$ cat config.mk
export PLATFORM = sky130hd
export DESIGN_NAME = adder_seq_chunked
export DESIGN_NICKNAME = d
export VERILOG_FILES = /design/src/rtl/adder_seq_chunked.sv
export SDC_FILE = /design/constraint.sdc
export NUM_CORES = 1
export LEC_CHECK = 0
export CAP_MARGIN = 20
export CORE_MARGIN = 2
export CORE_UTILIZATION = 40
export CTS_BUF_LIST = sky130_fd_sc_hd__clkbuf_4 sky130_fd_sc_hd__clkbuf_8
export DETAILED_ROUTE_END_ITERATION = 10
export GPL_ROUTABILITY_DRIVEN = 0
export GPL_TIMING_DRIVEN = 0
export HOLD_SLACK_MARGIN = 0.02
export PLACE_DENSITY = 0.68
export SLEW_MARGIN = 0
export SYNTH_ARGS = -nofsm -noshare
export SYNTH_HDL_FRONTEND = slang
export SYNTH_SLANG_ARGS = --single-unit
$ cat constraint.sdc
create_clock -name clk -period 3 [get_ports clk]
set_input_delay 0.6 -clock clk [delete_from_list [all_inputs] [get_ports clk]]
set_output_delay 0.6 -clock clk [all_outputs]
set_load 0.005 [all_outputs]
$ cat src/rtl/adder_seq_chunked.sv
// ============================================================================
// adder_seq_chunked : multi-cycle WIDTH-bit adder, CHUNK bits per clock,
// valid/ready on both sides. Optional ADDER_SUB_EN adds a subtract mode.
// Revision: 1.0
// ============================================================================
`default_nettype none

module adder_seq_chunked #(
  parameter int WIDTH = 32,
  parameter int CHUNK = 8
) (
  input  logic             clk,
  input  logic             rst_n,
  input  logic             in_valid,
  output logic             in_ready,
  input  logic [WIDTH-1:0] A,
  input  logic [WIDTH-1:0] B,
  input  logic             Cin,
`ifdef ADDER_SUB_EN
  input  logic             sub,
`endif
  output logic             out_valid,
  input  logic             out_ready,
  output logic [WIDTH-1:0] S,
  output logic             Cout
);

  localparam int NCHUNK = WIDTH / CHUNK;
  localparam int CW     = (NCHUNK > 1) ? $clog2(NCHUNK) : 1;
  localparam int IW     = (WIDTH > 1) ? $clog2(WIDTH) : 1;
  localparam logic [CW-1:0] C_LAST = CW'(NCHUNK - 1);

  generate
    if ((WIDTH % CHUNK) != 0) begin : g_chunk_check
      $error("adder_seq_chunked: WIDTH must be a multiple of CHUNK");
    end
  endgenerate

  typedef enum logic [1:0] {
    IDLE = 2'd0,
    CALC = 2'd1,
    DONE = 2'd2
  } state_t;

  state_t           state_q, state_d;
  logic [WIDTH-1:0] a_q, a_d;
  logic [WIDTH-1:0] b_q, b_d;
  logic [WIDTH-1:0] s_q, s_d;
  logic [CW-1:0]    cnt_q, cnt_d;
  logic             carry_q, carry_d;
  logic             cout_q, cout_d;

  logic [WIDTH-1:0] b_in;
  logic             carry_in;
  logic [IW-1:0]    base;
  logic [CHUNK:0]   chunk_sum;

  // Subtraction is folded in at latch time: A - B == A + ~B + 1.
`ifdef ADDER_SUB_EN
  assign b_in     = sub ? ~B : B;
  assign carry_in = sub ? 1'b1 : Cin;
`else
  assign b_in     = B;
  assign carry_in = Cin;
`endif

  assign base      = IW'(cnt_q) * IW'(CHUNK);
  assign chunk_sum = {1'b0, a_q[base +: CHUNK]} + {1'b0, b_q[base +: CHUNK]}
                   + {{CHUNK{1'b0}}, carry_q};

  always_comb begin
    state_d = state_q;
    a_d     = a_q;
    b_d     = b_q;
    s_d     = s_q;
    cnt_d   = cnt_q;
    carry_d = carry_q;
    cout_d  = cout_q;
    case (state_q)
      IDLE: begin
        if (in_valid) begin
          a_d     = A;
          b_d     = b_in;
          carry_d = carry_in;
          cnt_d   = '0;
          state_d = CALC;
        end
      end
      CALC: begin
        s_d[base +: CHUNK] = chunk_sum[CHUNK-1:0];
        carry_d            = chunk_sum[CHUNK];
        if (cnt_q == C_LAST) begin
          cout_d  = chunk_sum[CHUNK];
          state_d = DONE;
        end else begin
          cnt_d = cnt_q + CW'(1);
        end
      end
      DONE: begin
        if (out_ready) begin
          state_d = IDLE;
        end
      end
      default: state_d = IDLE;
    endcase
  end

  always_ff @(posedge clk or negedge rst_n) begin
    if (!rst_n) begin
      state_q <= IDLE;
      a_q     <= '0;
      b_q     <= '0;
      s_q     <= '0;
      cnt_q   <= '0;
      carry_q <= 1'b0;
      cout_q  <= 1'b0;
    end else begin
      state_q <= state_d;
      a_q     <= a_d;
      b_q     <= b_d;
      s_q     <= s_d;
      cnt_q   <= cnt_d;
      carry_q <= carry_d;
      cout_q  <= cout_d;
    end
  end

  assign in_ready  = (state_q == IDLE);
  assign out_valid = (state_q == DONE);
  assign S         = s_q;
  assign Cout      = cout_q;

endmodule

`default_nettype wire

==> key figures, run 1 <==
Yosys
  • Synth Flop Type: dfrtp_1
  • Mapped Cells: 317
  • Unique masters post-synth: 36
  • Ys async rst share: 100%
  • Top area cells in the synthesized netlist: dfrtp_1 55%, mux2_2 14%, mux4_2 7.8%, a22o_1 4.6%, ha_1 3.5%
  • Register area share after synthesis: 55.5%
  • Synth warn: 0
  • Cell taking the most area after synthesis: dfrtp_1
  • Mapped Nets: 401
  • Synth Register Bits: 102
  • Syn Area/Cell: 14.5 um^2
  • EDFF count, synth: 0
  • Top-area cell type share of the netlist area: 55.5%
  • Synthesized cell area: 0.00460 mm^2

Worst setup path
  • Max Fanout on Critical Path: 7
  • Critical path type: register to register
  • Critical path required time: 3.25 ns
  • Setup crit start kind: register
  • Critical Path AT: 3.16 ns
  • Crit. End Element: register

Drt
  • Drt drc: 0
  • DR pass1 iterations: 4
  • Vias per inst: 5.20
  • Vias: 3,049
  • Antenna-violating nets left: 0
  • Final WL: 10,600 um
  • Iter 0 DRT Violations: 127
  • DR WL/cell: 18.0 um

Timing
  • Final critical-path share of the clock period: 97.0%
  • Final setup fails: 0
  • Slew HR: 48.2%
  • Final hold vios: 0
  • Fmax: 344 MHz
  • Clock Skews: 0.00924 ns
  • Final min period: 2.91 ns
  • RSZ-0062 raised after global routing: false
  • Worst-Margin Slew: 0.777 ns
  • Fin. max-slew vios: 0

Cells and area
  • Antenna cells: 0
  • Net count, final: 524
  • Layout area overhead: 34.1%
  • Post-route insts no fill: 586
  • Layout cells sized above 1: 28.9%
  • Design area: 0.00617 mm^2

CTS
  • CTS Buffer Depth: 2
  • H-tree levels: 3
  • Total CTS buffers: 9
  • Root buf cell: clkbuf_8
  • Clock sink count: 102
  • CTS tree: yes
  • Clk_lat worst skew: 0.35 ns
  • Reg clk slew, reported paths: 0.10 ns

Global routing
  • Grt ovf: 0
  • GRT Total Usage: 17.8%
  • Pin count of the biggest net entering global routing: 60
  • Antenna violations before repair: 0
  • Vias in the first global route: 3,290
  • First-pass GRT wire length: 17,200 um

Floorplan
  • Die Y: 111 um
  • Core ar.: 0.0113 mm^2
  • DIE AREA: 0.0124 mm^2
  • Die Wd: 111 um
  • Io pins: 104
  • Row cnt: 39
  • Initial Utilization: 40.6%

Pwr
  • Clk network pwr share: 9.9%
  • Power per cell area: 1250 mW/mm^2
  • Combinational share of power: 60.0%
  • Sequential fraction of design power: 30.1%
  • Pint: 4600 uW
  • Max VDD drop: 680 uV
  • Pleak: 0.00259 uW
  • Switching power: 3110 uW
  • Switching Share: 40.4%

Place
  • HPWL Detailed: 7930 um
  • Port-buffer cells: 103
  • Placed inst area: 0.00583 mm^2
  • Placed insts: 564

Min path
  • Hold Crit Class: input pin to async pin

Run
  • Number of max-cap violations: 0

Outcome
  • Outcome: completed
-- cell usage in the layout (no fill, tap or decap), drive strengths merged, types with 5 or more instances in the layout --
master         count
clkbuf            10
mux2              64
a21oi              6
o21ai             13
ha                13
clkdlybuf4s50    102
inv                5
buf               23
nor2               7
dfrtp            102
a22o              24
nand2             22
mux4              16
-- per-stage QoR --
stage	hold WS (ns)	total power [uW]	utilization, %	setup TNS, ns	setup WS [ns]
2_1_floorplan	0.304	5070	-	0	0.00114
3_3_place_gp	0.462	6250	51.3	-253.17	-2.40
3_5_place_dp	0.473	6390	51.5	-10.52	-0.761
4_1_cts	0.326	7340	53.6	0	0.00197
5_1_grt	0.353	8270	54.5	0	0.00780
6_report	0.301	7710	54.5	0	0.0902
-- sequential cells by signal, indices dropped and copies added, names as in the netlist --
signal and flops:
S 32, a_q 32, b_q 32, cnt_q 2, state_q 2, Cout 1, carry_q 1
-- timing repair --
action | in CTS | in global routing
resized for setup | 15 | 12
endpoints found under the setup margin | 30 | 13
hold buffers | 0 | 0
pin swaps | 1 | 7
buffers inserted | 3 | 5
-- synth_stat cells (all sizes together), types with 2 or more instances --
cell / n
nand4: 2
ha: 13
a22o: 24
nor2: 7
nand2: 22
o21ai: 13
nand2b: 3
fa: 2
or3: 3
nor2b: 3
mux4: 16
nor3: 2
o21bai: 2
xnor2: 3
inv: 5
dfrtp: 102
a21oi: 6
mux2: 64
and2: 2
xor2: 2
buf: 12
-- layer usage --
metal | part of all wire [%] | routed length, um | up-vias | GRT usage [%]
li1 | - | - | 1410 | -
met1 | 44 | 4600 | 1546 | 23.3
met2 | 51 | 5390 | 82 | 30.4
met3 | 4.4 | 470 | 11 | 3.34
met4 | 1.0 | 109 | 0 | 4.77
met5 | 0 | 0 | - | 0
-- path summary, 6_finish.rpt --
| kind | depth (start not counted) | from | end | slack [ns] |
|---|---|---|---|---|
| worst min register to register | 2 | S[2]$_DFFE_PN0P_ | S[2]$_DFFE_PN0P_ | 0.48 |
| worst min-delay path | 1 | rst_n | S[22]$_DFFE_PN0P_ | 0.30 |
| worst max register to register | 9 | cnt_q[0]$_DFFE_PN0P_ | S[14]$_DFFE_PN0P_ | 0.09 |
| min in group clk | 2 | S[2]$_DFFE_PN0P_ | S[2]$_DFFE_PN0P_ | 0.48 |
| worst max-delay path | 9 | cnt_q[0]$_DFFE_PN0P_ | S[14]$_DFFE_PN0P_ | 0.09 |
| max in group asynchronous | 2 | rst_n | b_q[23]$_DFFE_PN0P_ | 2.01 |
-- critical path: stages, from the launching register on --
cell	delay, ns
dfrtp_2	0.44
buf_12	0.14
mux4_2	0.54
fa_2	0.42
fa_2	0.43
a21oi_4	0.16
o21ai_2	0.10
a21oi_2	0.21
xnor2_2	0.15
a22o_1	0.23
-- cell type report --
type / instances / area [um^2]
fillers: 971 / 5150
flip-flops and latches: 102 / 2550
multi-input cells: 197 / 2010
repair buffers: 112 / 1120
well taps: 143 / 179
clock buffers: 10 / 138
plain buffers: 13 / 128
clock inverters: 4 / 25.0
inverters: 5 / 18.8
-- power groups by stage --
stage	clock (uW)	sequential [uW]	combinational (uW)
2_1_floorplan	0	2250	2820
3_3_place_gp	0	2320	3930
3_5_place_dp	0	2350	4030
4_1_cts	786	2320	4230
5_1_grt	843	2400	5030
6_report	762	2320	4630
-- cell families (layout without fill, tap and decap cells) --
| logic type | count (synthesis) | after routing | share of synthesized area, % |
|---|---|---|---|
| flops | 102 | 102 | 55.5 |
| mux | 80 | 80 | 23.5 |
| compound gates | 52 | 52 | 8.43 |
| simple gates | 45 | 45 | 4.95 |
| buf+inv | 18 | 144 | 2.26 |
| fa+ha+maj | 15 | 15 | 4.41 |
| xor+xnor | 5 | 5 | 0.952 |
Note: power is estimated with default switching activity, not from simulation.
==> run 2: changes to the inputs <==
--- a/config.mk
+++ b/config.mk
@@ -13,7 +13,8 @@
 export GPL_ROUTABILITY_DRIVEN = 0
 export GPL_TIMING_DRIVEN = 0
 export HOLD_SLACK_MARGIN = 0.02
-export PLACE_DENSITY = 0.68
+export PLACE_DENSITY = 0.74
+export SETUP_SLACK_MARGIN = 0.4
 export SLEW_MARGIN = 0
 export SYNTH_ARGS = -nofsm -noshare
 export SYNTH_HDL_FRONTEND = slang
==> run 2 against run 1 <==
Register-to-register slack better by 0.14 ns. Clock-buffer cell count unchanged. Maximum frequency up 5.1%. Routed wire length up 2.6%. Sequential cell count unchanged. Largest cell class unchanged. Core utilization up 2.6 points. Via count up 2.9%. Total power up 17%. Sequential share of layout area down 1.9 points.
==> key figures, run 2 (synthesis results as in run 1) <==
Cells and area
  • Fillers: 906 (-6.7%)
  • Layout cells sized above 1: 34.2% (+5.3 points)
  • Commonest non-fill, non-tap cell in the layout: clkdlybuf4s50_1
  • Net count, final: 532 (+1.5%)
  • Antenna cells: 0 (unchanged)
  • Util after Layout: 57.1% (+2.6 points)
  • Layout area overhead: 40.6%
  • Most frequent cells in the layout: 102 x clkdlybuf4s50_1, 101 x dfrtp_1, 59 x mux2_2, 24 x a22o_1, 20 x nand2_1

Drt
  • Drt drc: 0 (unchanged)
  • DR pass1 iterations: 4 (unchanged)
  • Antenna-violating nets left: 0 (unchanged)
  • Vias: 3,136 (+2.9%)
  • Final WL: 10,900 um (+2.6%)
  • Iter 0 DRT Violations: 122 (-3.9%)
  • DR WL/cell: 18.2 um (+0.91%)
  • Vias per inst: 5.26 (+1.1%)

Timing
  • Final setup fails: 0 (unchanged)
  • Final critical-path share of the clock period: 92.3% (-4.7 points)
  • Clock Skews: 0.0130 ns (+0.00374 ns)
  • RSZ-0062 raised after global routing: true
  • Slew HR: 57.1% (+8.9 points)
  • Final hold vios: 0 (unchanged)
  • Worst-Margin Slew: 0.643 ns (-0.134 ns)
  • Fmax: 361 MHz (+5.1%)
  • Hold slack final: 0.234 ns (-0.0664 ns)
  • Final min period: 2.77 ns (-0.141 ns)
  • Fin. max-slew vios: 0 (unchanged)

Global routing
  • Antenna violations before repair: 0 (unchanged)
  • Grt ovf: 0 (unchanged)
  • First-pass GRT wire length: 16,900 um (-1.2%)
  • Met3 GRT Util: 3.06% (-0.27 points)
  • M1 GR Usage: 22.9% (-0.40 points)
  • GRT Total Usage: 17.6% (-0.20 points)
  • GR Layer Usage met2: 30.1% (-0.37 points)
  • Vias in the first global route: 3,257 (-1.0%)
  • Top Usage Layer GRT: met2
  • Pin count of the biggest net entering global routing: 55 (-8.3%)

Place
  • Port-buffer cells: 103 (unchanged)
  • HPWL Detailed: 7750 um (-2.3%)

Floorplan
  • DIE AREA: 0.0124 mm^2 (unchanged)
  • Row cnt: 39 (unchanged)
  • Io pins: 104 (unchanged)
  • Die Y: 111 um (unchanged)
  • Die Wd: 111 um (unchanged)
  • Core ar.: 0.0113 mm^2 (unchanged)
  • Initial Utilization: 40.6% (unchanged)

Pwr
  • Max VDD drop: 1140 uV (+67%)
  • Power per cell area: 1400 mW/mm^2 (+12%)
  • Pint: 5410 uW (+18%)
  • Total Power: 9020 uW (+17%)
  • Pleak: 0.00270 uW (+4.3%)
  • Clk network pwr share: 10.9% (+1.0 points)
  • Switching power: 3610 uW (+16%)
  • Sequential fraction of design power: 25.7% (-4.4 points)
  • Combinational share of power: 63.4% (+3.4 points)
  • Switching Share: 40.0% (-0.38 points)

Outcome
  • Outcome: completed

Worst setup path
  • Critical path required time: 3.25 ns (about the same)
  • Crit. End Element: register
  • Critical path type: register to register
  • Worst r2r path cells: 9 (unchanged)
  • Max Fanout on Critical Path: 5 (-2)
  • Setup crit start kind: register
  • Critical Path AT: 3.02 ns (-0.14 ns)

CTS
  • Hold Buf Count CTS: 0 (unchanged)
  • CTS Buffer Depth: 2 (unchanged)
  • H-tree levels: 3 (unchanged)
  • Reg clk slew, reported paths: 0.10 ns (about the same)
  • Clock sink count: 102 (unchanged)
  • Root buf cell: clkbuf_8
  • Total CTS buffers: 9 (unchanged)
  • Clk_lat worst skew: 0.37 ns (+0.02 ns)
  • CTS tree: yes

Run
  • Number of max-cap violations: 0 (unchanged)

Min path
  • Hold Crit Class: input pin to async pin
==> run 2: cell types whose count changed in the layout (fill, tap and decap cells not counted), moves of 3 or more <==
| cell | delta |
|---|---|
| buf_4 | +4 |
| ha_1 | -3 |
| ha_4 | +3 |
| o21ai_0 | -3 |
| o21ai_2 | +4 |
==> run 2: per-stage QoR <==
step,instances,area (um^2),setup slack [ns],TNS (ns)
4_1_cts,591,6230,0.154,0
3_5_place_dp,564,5860,-0.105,-0.714
5_1_grt,596,6460,0.138,0
6_report,596,6460,0.231,0
3_3_place_gp,563,5830,-2.28,-232.71
2_1_floorplan,317,4620,0.311,0
==> run 2: what timing repair did <==
action	4_1_cts	5_1_grt
gates resized for setup	13	34
endpoints found under the setup margin	26	26
setup buffers	11	5
pin swaps	11	22
==> run 2: final timing paths <==
path | from | end | slack [ns]
min reg2reg | b_q[4]$_DFFE_PN0P_ | b_q[4]$_DFFE_PN0P_ | 0.49
max in group asynchronous | rst_n | cnt_q[0]$_DFFE_PN0P_ | 2.06
min | rst_n | b_q[4]$_DFFE_PN0P_ | 0.23
max reg2reg | cnt_q[0]$_DFFE_PN0P_ | S[6]$_DFFE_PN0P_ | 0.23
max | cnt_q[0]$_DFFE_PN0P_ | S[6]$_DFFE_PN0P_ | 0.23
min in group clk | b_q[4]$_DFFE_PN0P_ | b_q[4]$_DFFE_PN0P_ | 0.49
==> run 2: power groups by stage <==
stage	sequential, uW	clock, uW	combinational, uW
3_5_place_dp	2350	0	4160
2_1_floorplan	2250	0	2910
3_3_place_gp	2310	0	4070
6_report	2320	986	5720
5_1_grt	2390	1060	6130
4_1_cts	2320	1000	4610
==> run 2: layer usage <==
layer	share of wire (%)	vias to the layer above
li1	-	1428
met1	42	1580
met5	0	-
met4	2.4	0
met2	50	107
met3	5.3	21
==> run 2: worst max-delay path: stages, from the launching register on <==
cell,delay [ns]
dfrtp_2,0.42
buf_12,0.13
mux4_2,0.53
fa_2,0.40
fa_2,0.38
a21oi_4,0.15
o21ai_2,0.09
a21oi_2,0.18
xnor2_2,0.14
a22o_1,0.22
==> run 2: layout make-up <==
cell class	count	area (um^2)	area share, %
Sequential cell	102	2550	39.5
Buffer	13	135	2.09
Inverter	5	18.8	0.290
Multi-Input combinational cell	197	2150	33.3
Tap cell	143	179	2.77
Clock buffer	10	138	2.13
Clock inverter	6	93.8	1.45
Timing Repair Buffer	120	1190	18.5
